===== config.mk =====
export PLATFORM = sky130hd
export DESIGN_NAME = module_teclado
export DESIGN_NICKNAME = d
export VERILOG_FILES = /design/src/rtl/module_teclado.sv
export SDC_FILE = /design/constraint.sdc
export NUM_CORES = 1
export LEC_CHECK = 0
export ABC_AREA = 1
export CAP_MARGIN = 10
export CORE_ASPECT_RATIO = 0.9
export CORE_MARGIN = 1.5
export CORE_UTILIZATION = 46
export DETAILED_ROUTE_END_ITERATION = 10
export HOLD_SLACK_MARGIN = 0.15
export SLEW_MARGIN = 10
export SYNTH_ARGS = -nofsm -noshare
export SYNTH_HDL_FRONTEND = slang
export SYNTH_SLANG_ARGS = --single-unit

===== constraint.sdc =====
create_clock -name clk -period 4.2 [get_ports clk]
set_input_delay 0.84 -clock clk [delete_from_list [all_inputs] [get_ports clk]]
set_output_delay 0.84 -clock clk [all_outputs]
set_load 0.01 [all_outputs]

===== src/rtl/module_teclado.sv =====
// module_teclado: 4x4 matrix-keypad scanner with single-key debounce.
// Drives one-hot column strobes and synchronizes the row inputs.
// Registers the row vector B of one accepted key at a time.
// B returns to zero between keys, so a downstream 0 -> nonzero edge marks a fresh press.
module module_teclado #(
    parameter int SCAN_DIV        = 1000,
    parameter int DEBOUNCE_CYCLES = 100000
) (
    input  logic       clk,
    input  logic       rst,
    input  logic [3:0] filas,
    output logic [3:0] columnas,
    output logic [3:0] B,
    output logic [3:0] codigo,
    output logic       tecla_valida
);

    localparam int DIV_W = (SCAN_DIV > 2) ? $clog2(SCAN_DIV) : 1;
    localparam int CNT_W = $clog2(DEBOUNCE_CYCLES + 1);

    typedef enum logic [1:0] {
        SCAN     = 2'd0,
        DEBOUNCE = 2'd1,
        PRESSED  = 2'd2,
        RELEASE  = 2'd3
    } state_t;

    state_t             state_q;
    logic [3:0]         filas_s1_q;
    logic [3:0]         filas_s2_q;
    logic [3:0]         columnas_q;
    logic [3:0]         ref_q;
    logic [3:0]         b_q;
    logic [3:0]         codigo_q;
    logic               valida_q;
    logic [DIV_W-1:0]   div_q;
    logic [CNT_W-1:0]   cnt_q;
    logic [1:0]         blank_q;

    logic [3:0]         fs;
    logic               blank_d;
    logic [3:0]         col_rot_d;
    logic               div_tc_d;
    logic               cnt_done_d;

    // Index of the lowest set bit; picks the row for multi-row presses and
    // encodes the one-hot column.
    function automatic logic [1:0] lowest_idx(input logic [3:0] v);
        if (v[0])      return 2'd0;
        else if (v[1]) return 2'd1;
        else if (v[2]) return 2'd2;
        else           return 2'd3;
    endfunction

    assign fs         = filas_s2_q;
    assign blank_d    = (blank_q != 2'd0);
    assign col_rot_d  = {columnas_q[2:0], columnas_q[3]};
    assign div_tc_d   = (div_q == DIV_W'(SCAN_DIV - 1));
    assign cnt_done_d = (cnt_q == CNT_W'(DEBOUNCE_CYCLES));

    // Two-flop synchronizer for the asynchronous row inputs.
    always_ff @(posedge clk) begin
        if (rst) begin
            filas_s1_q <= 4'b0000;
            filas_s2_q <= 4'b0000;
        end else begin
            filas_s1_q <= filas;
            filas_s2_q <= filas_s1_q;
        end
    end

    // Scan / debounce / hold / release FSM; every output is registered here.
    always_ff @(posedge clk) begin
        if (rst) begin
            state_q    <= SCAN;
            columnas_q <= 4'b0001;
            ref_q      <= 4'b0000;
            b_q        <= 4'b0000;
            codigo_q   <= 4'b0000;
            valida_q   <= 1'b0;
            div_q      <= '0;
            cnt_q      <= '0;
            blank_q    <= 2'd0;
        end else begin
            // Rows still settling from the previous column are ignored for
            // two cycles after every column change.
            if (blank_d) blank_q <= blank_q - 2'd1;

            case (state_q)
                SCAN: begin
                    if (fs != 4'b0000 && !blank_d) begin
                        // A candidate key: freeze the column on it.
                        state_q <= DEBOUNCE;
                        ref_q   <= fs;
                        cnt_q   <= CNT_W'(1);
                        div_q   <= '0;
                    end else if (div_tc_d) begin
                        columnas_q <= col_rot_d;
                        div_q      <= '0;
                        blank_q    <= 2'd2;
                    end else begin
                        div_q <= div_q + DIV_W'(1);
                    end
                end
                DEBOUNCE: begin
                    if (fs != ref_q) begin
                        // Bounce or pattern change: resume scanning here.
                        state_q <= SCAN;
                    end else if (cnt_done_d) begin
                        state_q  <= PRESSED;
                        b_q      <= ref_q;
                        codigo_q <= {lowest_idx(ref_q), lowest_idx(columnas_q)};
                        valida_q <= 1'b1;
                    end else begin
                        cnt_q <= cnt_q + CNT_W'(1);
                    end
                end
                PRESSED: begin
                    // Outputs and column are held; only a full release matters.
                    if (fs == 4'b0000) begin
                        state_q <= RELEASE;
                        cnt_q   <= CNT_W'(1);
                    end
                end
                RELEASE: begin
                    if (fs != 4'b0000) begin
                        cnt_q <= '0;
                    end else if (cnt_done_d) begin
                        state_q    <= SCAN;
                        b_q        <= 4'b0000;
                        valida_q   <= 1'b0;
                        columnas_q <= col_rot_d;
                        div_q      <= '0;
                        blank_q    <= 2'd2;
                    end else begin
                        cnt_q <= cnt_q + CNT_W'(1);
                    end
                end
                default: state_q <= SCAN;
            endcase
        end
    end

    assign columnas     = columnas_q;
    assign B            = b_q;
    assign codigo       = codigo_q;
    assign tecla_valida = valida_q;

endmodule


==> reports/qor.tcl <==
set qor(most_frequent_cell_after_synthesis) {nand2_1}
set qor(timing.rr.start) {state_q[0]}
set qor(power.static_leakage_nw) 1.41
set qor(yosys_register_bits) 56
set qor(drc) 0
set qor(synthesis.instances) 471
set qor(final_net_count) 500
set qor(regToRegSetupSlack_ps) 2000
set qor(crit_path_frequent_cell) {nand2_1}
set qor(cap_violations) 0
set qor(max-slew-margin-rel) 0.642
set qor(cp-start-kind) {input port}
set qor(clk_root_buffer_cell) {clkbuf_8}
set qor(ratio_of_cells_with_drive_above_1_in_the_final_layout) 0.0656
set qor(setup_total_negative_slack_ps) 0
set qor(place_congestion) 0.911
set qor(cp_max_fo) 28
set qor(rr_endpoint) {cnt_q[0]}
set qor(syn-cell-area_um2) 3070
set qor(max_freq_mhz) 413
set qor(final_hold_viol_count) 0
set qor(worst_setup_path_startpoint) {rst}
set qor(final.setup.worst_slack_ps) 1780
set qor(grt_setup_unrepaired) {no}
set qor(fp.coreArea_um2) 6520
set qor(worst_pin_slew_ps) 534
set qor(clk_path_buf_depth) 2
set qor(postCtsHoldBufs) 0
set qor(pin_count) 19
set qor(fp.dieH_um) 80.5
set qor(hold_path.class) {register to register}
set qor(synthDominantAreaCellType) {dfxtp_1}
set qor(synthToLayoutAreaGrowth_pct) 10.6
set qor(initial_utilization) 0.471
set qor(synth_commonest_cells) {nand2_1, nor2_1, inv_1}
set qor(first_global_vias) 2394
set qor(worstPathBufferInverterCount) 4
set qor(placementRows) 28
set qor(synth-warning-count) 0
set qor(setup_violations) 0
set qor(wl_per_cell_um) 11.7
set qor(finalClockSkew_ps) 5.94
set qor(grt_max_degree) 29
set qor(route.final.wire_length_um) 6780
set qor(critPathKind) {input port to register}
set qor(hold-path-cell-count) 2
set qor(length_of_the_first_detailed_routing_pass_in_iterations) 4
set qor(ant_nets) 0
set qor(hold_start) {filas_s1_q[3]}
set qor(dieWidth_um) 89.1
set qor(cts.clk_slew.worst_paths_ps) 100
set qor(vias_per_cell) 4.97
set qor(post_cts_resize_count) 0
set qor(setup.worst_path.end_class) {register}
set qor(first_pass_grt_wire_length_um) 11600
set qor(timing.final.crit_period_ps) 2420
set qor(synth-async-reset-ratio) 0
set qor(synth.area.top_cells) {dfxtp_1, nand2_1, nor2_1}
set qor(netlist-cell-type-count) 29
set qor(worst_ir_drop_vdd_mv) 0.189
set qor(cts_made_buffers) 5
set qor(cts_sinks) 56
set qor(detail_route.iter0.violations) 168
set qor(dpl.hpwl_um) 4980
set qor(grt_overflow_total) 0
set qor(postCtsSetupBuffers) 0
set qor(tritoncts_clock_tree) {yes}
set qor(post_synth.cell_area_avg_um2) 6.52
set qor(met3_wire_length_um) 361
set qor(r2r_cells) 6
set qor(timing.critical_path.required_ps) 4410
set qor(power.density_cell_area_nw_per_um2) 478
set qor(port-buffer-count) 18
set qor(pre_cts_slack_ps) 1430
set qor(synth.net_count) 484
set qor(initial_antenna_violation_count) 0
set qor(worst-endpoint-arrival_ps) 2630
set qor(crit_path_top_delay_cell) {clkinv_1}
set qor(final-max-slew-violation-count) 0
set qor(die_area_um2) 7170
set qor(worst_path_dominant_cell_family) {buffers and inverters}
set qor(critical-path-max-stage-delay_ps) 510
set qor(antennaDiodeCount) 0
set qor(highest_signal_layer) {met4}
set qor(final.period_utilization) 0.577
set qor(run_status) {finished clean}
set qor(post-synth-top-area-fraction) 0.365
set qor(detailroute.via_count) 2875
set qor(path_cells) {clkdlybuf4s50_1 > buf_4 > clkinv_1 > nand2_1 > inv_2 > nand2_1 > nor2_1}
set qor(cts-htree-levels) 2
set qor(wl_met1_um) 3700
set qor(clk-insertion-delay-late_ps) 310
set qor(grt_use_total) 0.208
set qor(met2RoutedLength_um) 2640
set qor(synth-seq-area-share) 0.365
set qor(synth_enable_flop_cells) 0
set qor(synth_ff_type) {dfxtp_1}
set qor(worstHoldEndpoint) {filas_s2_q[3]}
-- cells by family after synthesis --
logic type	synth area share
and+or+nand+nor	0.375
buffers and inverters	0.100
AOI/OAI and AO/OA	0.0999
DFF	0.365
xor gates and xnor gates	0.0314
adders and majority gates	0.0285
-- layer usage --
metal,vias to the layer above,GRT usage
li1,1523,-
met1,1294,0.327
met2,49,0.277
met3,9,0.0452
met4,0,0.0569
met5,-,0
-- worst register-to-register path: cells and delay by family (launching register included) --
kind / cells / cell delay [ps]
AO/OA/AOI/OAI: 1 / 190
adder cells (fa/ha/maj): 1 / 410
buffers and inverters: 1 / 200
flip-flops: 1 / 440
AND/OR/NAND/NOR: 3 / 860
-- layout make-up --
type,instances,area (µm²)
inverter,65,244
clock buffer,6,72.6
sequential,56,1120
clock inverter,2,16.3
multi-input combinational,340,1640
tap,90,113
timing repair buffer,19,188
fill,705,3120
-- worst max-delay path by stage --
stage	end	slack (ps)	cells past startpoint
CTS	cnt_q[4]	1730	7
detailed placement	cnt_q[8]	1430	7
floorplan	div_q[2]	2450	5
finish	cnt_q[4]	1780	7
global route	cnt_q[10]	1540	7
global placement	cnt_q[8]	1410	7
-- stage by stage --
stage	instances	power [W]	util	area (µm²)	hold slack, ps
finish	578	0.00162	0.521	3390	408
global route	578	0.00176	0.521	3390	430
CTS	578	0.00164	0.521	3390	412
detailed placement	570	0.00133	0.507	3310	396
global placement	570	0.00132	0.507	3310	390
floorplan	471	0.00119	-	3070	388
-- placed cells by master, fill, tap and decap left out --
master / instances
nand2_1: 114
nor2_1: 81
inv_1: 59
dfxtp_1: 56
a21oi_1: 30
nand3_1: 27
clkdlybuf4s50_1: 18
nand4_1: 16
o21ai_0: 16
nor3_1: 14
xor2_1: 8
ha_1: 7
inv_2: 5
nor2_2: 5
clkbuf_8: 5
nand2_2: 4
nand2_4: 3
xnor2_1: 3
o21ai_2: 2
o21ai_1: 2
nor2_4: 2
a21oi_2: 2
clkinv_1: 1
a41oi_1: 1
a31o_2: 1
o21bai_1: 1
a31oi_1: 1
clkbuf_1: 1
clkinvlp_4: 1
clkinv_4: 1
buf_4: 1
-- state kept, by name (all words and copies together) (netlist names), 4 cells and up, named ones only --
signal and cells:
filas_s2_q 4, cnt_q 17, codigo 4, ref_q 4, filas_s1_q 4, columnas 4
div_q 10, B 4
-- power by group --
part	internal (W)	switching, W	total (W)
Sequential	0.000593	0.0000667	0.000660
Combinational	0.000207	0.000453	0.000659
Clock	0.000119	0.000186	0.000305
No activity file was read; power rests on OpenSTA's default activity.
